`config.mk`:
```
export PLATFORM = sky130hd
export DESIGN_NAME = tdm_mac_flat
export DESIGN_NICKNAME = d
export VERILOG_FILES = /design/src/rtl/tdm_mac_if.sv /design/src/rtl/tdm_mac.sv /design/src/flat_wrapper.sv
export SDC_FILE = /design/constraint.sdc
export NUM_CORES = 2
export LEC_CHECK = 0
export ABC_AREA = 1
export BUFFER_PORTS_ARGS = -buffer_cell sky130_fd_sc_hd__buf_2
export CAP_MARGIN = 20
export CORE_AREA = 2 2 400 402
export DETAILED_ROUTE_END_ITERATION = 7
export DIE_AREA = 0 0 402 404
export PLACE_DENSITY = 0.62
export SYNTH_ARGS = -nofsm -noshare
export SYNTH_HDL_FRONTEND = slang
export SYNTH_SLANG_ARGS = --single-unit
```
`constraint.sdc`:
```
create_clock -name ctl_clk -period 3.95 [get_ports ctl_clk]
set_input_delay 0.395 -clock ctl_clk [delete_from_list [all_inputs] [get_ports ctl_clk]]
set_output_delay 0.395 -clock ctl_clk [all_outputs]
set_load 0.01 [all_outputs]
```
`src/rtl/tdm_mac_if.sv`:
```
// tdm_mac_if: frame handshake and packed channel buses for tdm_mac.
//
// Handshake: the master raises start for one or more cycles. The unit
// accepts it only while busy=0. busy stays high from the accepting edge
// until the edge that raises done. done is a single-cycle pulse, and
// products/overflows change on that same edge. start pulses that arrive
// while busy=1 are dropped, not queued.
interface tdm_mac_if #(
  parameter int C_WIDTH   = 32,
  parameter int NUM_UNITS = 8
) ();
  logic [C_WIDTH*NUM_UNITS-1:0] multiplicands;
  logic [C_WIDTH*NUM_UNITS-1:0] multipliers;
  logic [C_WIDTH*NUM_UNITS-1:0] addends;
  logic                         start;
  logic                         busy;
  logic                         done;
  logic [C_WIDTH*NUM_UNITS-1:0] products;
  logic [NUM_UNITS-1:0]         overflows;

  modport master (
    output multiplicands, multipliers, addends, start,
    input  busy, done, products, overflows
  );

  modport slave (
    input  multiplicands, multipliers, addends, start,
    output busy, done, products, overflows
  );
endinterface

```
`src/rtl/tdm_mac.sv`:
```
// tdm_mac: time-division-multiplexed multiply-accumulate.
// For each channel i it computes products[i] = a[i]*b[i] + c[i] with one
// shared shift-add multiplier. Each channel takes C_WIDTH+1 cycles, and a
// frame takes NUM_UNITS*(C_WIDTH+1)+1 cycles.
// Optional macro TDM_MAC_SAT_EN: channels that overflow commit all-ones
// instead of the value wrapped modulo 2^C_WIDTH.
// state_dbg exposes the FSM state: 0=IDLE 1=LOAD 2=MUL 3=COMMIT.
module tdm_mac #(
  parameter int C_WIDTH   = 32,
  parameter int NUM_UNITS = 8
) (
  input  logic       ctl_clk,
  input  logic       ctl_rst,
  tdm_mac_if.slave   bus,
  output logic [1:0] state_dbg
);

  localparam int AW = 2*C_WIDTH + 1;
  localparam int MW = 2*C_WIDTH;
  localparam int CW = $clog2(C_WIDTH);
  localparam int IW = (NUM_UNITS > 1) ? $clog2(NUM_UNITS) : 1;
  localparam logic [CW-1:0] LAST_BIT = CW'(C_WIDTH - 1);
  localparam logic [IW-1:0] LAST_IDX = IW'(NUM_UNITS - 1);

  typedef enum logic [1:0] {S_IDLE, S_LOAD, S_MUL, S_COMMIT} state_t;

  state_t                       state_q, state_d;
  logic [IW-1:0]                idx_q, idx_d;
  logic [CW-1:0]                cnt_q, cnt_d;
  logic [AW-1:0]                acc_q, acc_d;
  logic [MW-1:0]                mcand_q, mcand_d;
  logic [C_WIDTH-1:0]           mplier_q, mplier_d;
  logic [C_WIDTH-1:0]           op_a_q [NUM_UNITS];
  logic [C_WIDTH-1:0]           op_a_d [NUM_UNITS];
  logic [C_WIDTH-1:0]           op_b_q [NUM_UNITS];
  logic [C_WIDTH-1:0]           op_b_d [NUM_UNITS];
  logic [C_WIDTH-1:0]           op_c_q [NUM_UNITS];
  logic [C_WIDTH-1:0]           op_c_d [NUM_UNITS];
  logic [C_WIDTH-1:0]           shadow_q [NUM_UNITS];
  logic [C_WIDTH-1:0]           shadow_d [NUM_UNITS];
  logic [NUM_UNITS-1:0]         shadow_ovf_q, shadow_ovf_d;
  logic [C_WIDTH*NUM_UNITS-1:0] products_q, products_d;
  logic [NUM_UNITS-1:0]         overflows_q, overflows_d;
  logic                         busy_q, busy_d;
  logic                         done_q, done_d;

  logic [AW-1:0]                sum;
  logic                         sum_ovf;

  // Next-state logic for the FSM and the shift-add datapath.
  always_comb begin
    state_d      = state_q;
    idx_d        = idx_q;
    cnt_d        = cnt_q;
    acc_d        = acc_q;
    mcand_d      = mcand_q;
    mplier_d     = mplier_q;
    op_a_d       = op_a_q;
    op_b_d       = op_b_q;
    op_c_d       = op_c_q;
    shadow_d     = shadow_q;
    shadow_ovf_d = shadow_ovf_q;
    products_d   = products_q;
    overflows_d  = overflows_q;
    busy_d       = busy_q;
    done_d       = 1'b0;

    // This add includes the current cycle's partial product, so on the
    // last MUL cycle sum already holds the finished result.
    sum     = acc_q + (mplier_q[0] ? {1'b0, mcand_q} : AW'(0));
    sum_ovf = |sum[AW-1:C_WIDTH];

    case (state_q)
      S_IDLE: begin
        if (bus.start) begin
          for (int i = 0; i < NUM_UNITS; i++) begin
            op_a_d[i] = bus.multiplicands[i*C_WIDTH +: C_WIDTH];
            op_b_d[i] = bus.multipliers[i*C_WIDTH +: C_WIDTH];
            op_c_d[i] = bus.addends[i*C_WIDTH +: C_WIDTH];
          end
          idx_d   = '0;
          busy_d  = 1'b1;
          state_d = S_LOAD;
        end
      end
      S_LOAD: begin
        acc_d    = {{(C_WIDTH+1){1'b0}}, op_c_q[idx_q]};
        mcand_d  = {{C_WIDTH{1'b0}}, op_a_q[idx_q]};
        mplier_d = op_b_q[idx_q];
        cnt_d    = '0;
        state_d  = S_MUL;
      end
      S_MUL: begin
        acc_d    = sum;
        mcand_d  = {mcand_q[MW-2:0], 1'b0};
        mplier_d = {1'b0, mplier_q[C_WIDTH-1:1]};
        cnt_d    = cnt_q + 1'b1;
        if (cnt_q == LAST_BIT) begin
`ifdef TDM_MAC_SAT_EN
          shadow_d[idx_q] = sum_ovf ? {C_WIDTH{1'b1}} : sum[C_WIDTH-1:0];
`else
          shadow_d[idx_q] = sum[C_WIDTH-1:0];
`endif
          shadow_ovf_d[idx_q] = sum_ovf;
          if (idx_q == LAST_IDX) begin
            state_d = S_COMMIT;
          end else begin
            idx_d   = idx_q + 1'b1;
            state_d = S_LOAD;
          end
        end
      end
      S_COMMIT: begin
        for (int i = 0; i < NUM_UNITS; i++) begin
          products_d[i*C_WIDTH +: C_WIDTH] = shadow_q[i];
        end
        overflows_d = shadow_ovf_q;
        done_d      = 1'b1;
        busy_d      = 1'b0;
        state_d     = S_IDLE;
      end
      default: state_d = S_IDLE;
    endcase
  end

  // State register. Reset aborts any frame in flight and clears every result.
  always_ff @(posedge ctl_clk) begin
    if (ctl_rst) begin
      state_q      <= S_IDLE;
      idx_q        <= '0;
      cnt_q        <= '0;
      acc_q        <= '0;
      mcand_q      <= '0;
      mplier_q     <= '0;
      for (int i = 0; i < NUM_UNITS; i++) begin
        op_a_q[i]   <= '0;
        op_b_q[i]   <= '0;
        op_c_q[i]   <= '0;
        shadow_q[i] <= '0;
      end
      shadow_ovf_q <= '0;
      products_q   <= '0;
      overflows_q  <= '0;
      busy_q       <= 1'b0;
      done_q       <= 1'b0;
    end else begin
      state_q      <= state_d;
      idx_q        <= idx_d;
      cnt_q        <= cnt_d;
      acc_q        <= acc_d;
      mcand_q      <= mcand_d;
      mplier_q     <= mplier_d;
      op_a_q       <= op_a_d;
      op_b_q       <= op_b_d;
      op_c_q       <= op_c_d;
      shadow_q     <= shadow_d;
      shadow_ovf_q <= shadow_ovf_d;
      products_q   <= products_d;
      overflows_q  <= overflows_d;
      busy_q       <= busy_d;
      done_q       <= done_d;
    end
  end

  assign bus.products  = products_q;
  assign bus.overflows = overflows_q;
  assign bus.busy      = busy_q;
  assign bus.done      = done_q;
  assign state_dbg     = state_q;

endmodule

```
`src/flat_wrapper.sv`:
```
// flat-port wrapper written by rule: the top's interface ports become plain ports
module tdm_mac_flat 
#(
  parameter int C_WIDTH   = 32,
  parameter int NUM_UNITS = 8
)
  (ctl_clk, ctl_rst, state_dbg, bus_multiplicands, bus_multipliers, bus_addends, bus_start, bus_busy, bus_done, bus_products, bus_overflows);
  tdm_mac_if #(.C_WIDTH(C_WIDTH), .NUM_UNITS(NUM_UNITS)) bus_i ();
  input  logic ctl_clk;
  input  logic ctl_rst;
  output logic [1:0] state_dbg;
  input wire logic [$bits(bus_i.multiplicands)-1:0] bus_multiplicands;
  input wire logic [$bits(bus_i.multipliers)-1:0] bus_multipliers;
  input wire logic [$bits(bus_i.addends)-1:0] bus_addends;
  input wire logic [$bits(bus_i.start)-1:0] bus_start;
  output wire logic [$bits(bus_i.busy)-1:0] bus_busy;
  output wire logic [$bits(bus_i.done)-1:0] bus_done;
  output wire logic [$bits(bus_i.products)-1:0] bus_products;
  output wire logic [$bits(bus_i.overflows)-1:0] bus_overflows;
  assign bus_i.multiplicands = bus_multiplicands;
  assign bus_i.multipliers = bus_multipliers;
  assign bus_i.addends = bus_addends;
  assign bus_i.start = bus_start;
  assign bus_busy = bus_i.busy;
  assign bus_done = bus_i.done;
  assign bus_products = bus_i.products;
  assign bus_overflows = bus_i.overflows;
  tdm_mac #(.C_WIDTH(C_WIDTH), .NUM_UNITS(NUM_UNITS)) u_core (.ctl_clk(ctl_clk), .ctl_rst(ctl_rst), .bus(bus_i), .state_dbg(state_dbg));
endmodule
```
==> metrics.txt <==
status=finished, final reports clean; WHS=0.0250 ns; clock period minus worst slack=3.52 ns; Port Buffers=1038; fin crit share=89.2%; cts bufs inserted=158; Synth top area share=47.6%; Hold Fails Final Rpt=0; Synth area leaders=dfxtp_1, o21ai_0, nor2_1; Reg clk slew, reported paths=0.06 ns; Initial Util=39.2%; Setup TNS=0 ns; largest net degree at the start of global routing=187; routing usage on met2=56.5%; simple-gate area share of the yosys netlist=17.0%; sequential fraction of the synthesis area=47.6%; core area=158000 um2; CP required=4.66 ns; mux share of post-synthesis cell area=0%; Post-CTS Setup Repair Bufs=0; Die Y=404 um; worst r2r src=u_core.mplier_q[0]; total clock sinks=1469; Worst Hold Class=input port to flop; grt total ovfl=0; die area=162000 um2; initial antenna violation count=77; CP endpoint kind=flop; GR Util met3=7.18%; largest family of logic cells by synthesized area=compound AO/OA/AOI/OAI gates; final WL=299000 um; crit-path cells=buf_12 > nand2_1 > inv_1 > ha_1 > nand2_1 > nor2_1 > nand2_1 > nor2_1 > nand2_1 > nand3_1 > nand2_1 > nand2_1 > nand2_1 > nand2_1 > nand2_1 > nor2_2 > nand2_2 > nor2_4 > nand4_1 > nand2_1 > inv_1; hold buffer count at CTS=724; GR Util met1=42.7%; share of layout cells above drive strength 1=15.6%; Distinct cells, synth=45; # IOs=1039; CTS tree=built; CTS H-tree lvls=4; Fmax achieved=284 MHz; worst skew pair latency=0.83 ns; Inst Count DP=11251; Slew Limit Fails=0; count leader, synth=dfxtp_1; Synth Instances=8531; cell area after synthesis=61800 um2; slowest stage delay, CP=0.47 ns; GR Util All Layers=35.4%; Worst VDD drop=527 uV; count of final setup violators=0; Post-synth EDFFs=0; first-pass GRT wire length=423000 um; FILL cells=15020; Die W=402 um; dpl hpwl=214000 um; Final ANT Viol Nets=0; complex-gate fraction of the synthesized area=23.3%; Least-Margin Pin Slew=1.16 ns; maxcap violations=0; adder-cell share of the synthesized area=1.47%; Pwr Density=591 nW/um2; Max-slew headroom=21.7%; Final Non-Filler Cells=12317; top cell type by total area after synthesis=dfxtp_1; RSZ-0062 raised after global routing=false; crit-path max FO=38; flops & latches, synth=1469; Vias/cell=5.41; Max Clock Skew=0.0806 ns; xor and xnor area share after synthesis=0.468%; GP Congestion=1.05; root buffer cell=clkbuf_16; layer carrying the most global-route usage=met2; WS Path Type=flop to flop; Synth Area per Inst=7.25 um2; CP arrival=4.23 ns; Layout Nets=10906; vias in the first global route=62583; cts repair resizes=0; Max Buffers Root-to-Sink=3; most frequent CP cell=nand2_1; CP startpoint=u_core.mplier_q[0]; design area=82400 um2; critical path's slowest cell=ha_1; asr flop ratio synth=0%; min-delay src=bus_addends[121]; drt initial violations=6802; # rows=146; Synthesis Warnings=0; drt drc=0; synth-to-layout area growth=33.3%; top_reg_cell synth=dfxtp_1; Worst setup SP type=flop; Post-synth top cells=dfxtp_1, nor2_1, o21ai_0; Leak=37.5 nW; WL/cell=24.3 um; Mapped Nets=9374; placed cell area=69700 um2; first-pass iteration count of the detailed router=8; via count=66577
## cell usage in the layout (no fill, tap or decap), types with 25 or more instances in the layout
cell and instances:
clkbuf_8 36, a22oi_1 91, dlygate4sd3_1 724, clkbuf_16 158
inv_1 1045, nor2_1 1356, dfxtp_1 1468, nand3_1 86
o22ai_1 67, buf_4 150, a221oi_1 115, o211ai_1 63
buf_12 39, o21ai_0 1302, a21oi_1 934, clkinv_2 25
ha_1 68, xor2_2 25, diode_2 53, nand2_1 1028
buf_2 1037, nand4_1 83, clkbuf_1 43
## flip-flops by register name, indices dropped and copies added, names as in the netlist, 32 cells and up
| signal | cells |
|---|---|
| u_core.op_a_q | 256 |
| u_core.mcand_q | 64 |
| u_core.bus.products | 256 |
| u_core.shadow_q | 256 |
| u_core.op_c_q | 256 |
| u_core.acc_q | 65 |
| u_core.op_b_q | 256 |
| u_core.mplier_q | 32 |
## where the power goes
group	internal (mW)	switching, mW
clock network	8.53	6.63
registers	17.8	1.81
logic	4.39	9.56
total	30.7	18.0
## per-stage QoR
stage	util (%)	worst slack (ns)	power (mW)
after CTS	52.1	0.412	48.4
after global placement	44.1	0.367	32.6
after global routing	52.2	0.0972	50.7
final	52.2	0.428	48.7
after detailed placement	44.1	0.407	32.9
after floorplan	-	1.06	26.5
## final cells by class
type,instances,area [um2],area share [%]
inverters,1082,4090,4.96
well taps,2072,2590,3.15
diodes,53,133,0.161
repair buffers,1951,14400,17.4
clock inverters,52,723,0.878
clock buffers,237,4610,5.60
flip-flops and latches,1469,29400,35.7
multi-input cells,5401,26500,32.1
## kinds of logic (layout without fill, tap and decap cells)
group           count (synthesis)  in the layout
compound gates               2651           2651
xor+xnor                       33             33
fa+ha+maj                      72             72
buf+inv                      1661           3322
flops                        1469           1469
other cells                     0             53
simple gates                 2645           2645
## worst max-delay path: cells and delay by family (launching register included)
family        cells  cell delay, ns
flops             1            0.34
fa+ha+maj         1            0.47
buf+inv           3            0.26
simple gates     17            2.36
## metal layers
layer	share of wire, %	routed length, um
met5	0.076	227
met2	45	135000
met1	39	116000
met4	8.0	24000
met3	7.9	23700
## path summary, 6_finish.rpt
check | to | slack (ns) | cells after the start
worst max-delay path | u_core.shadow_ovf_q[3] | 0.43 | 21
worst min-delay path | u_core.op_c_q[153] | 0.02 | 3
worst max register to register | u_core.shadow_ovf_q[3] | 0.43 | 21
worst min register to register | u_core.bus.products[43] | 0.43 | 2
(Power assumes the default switching activity.)
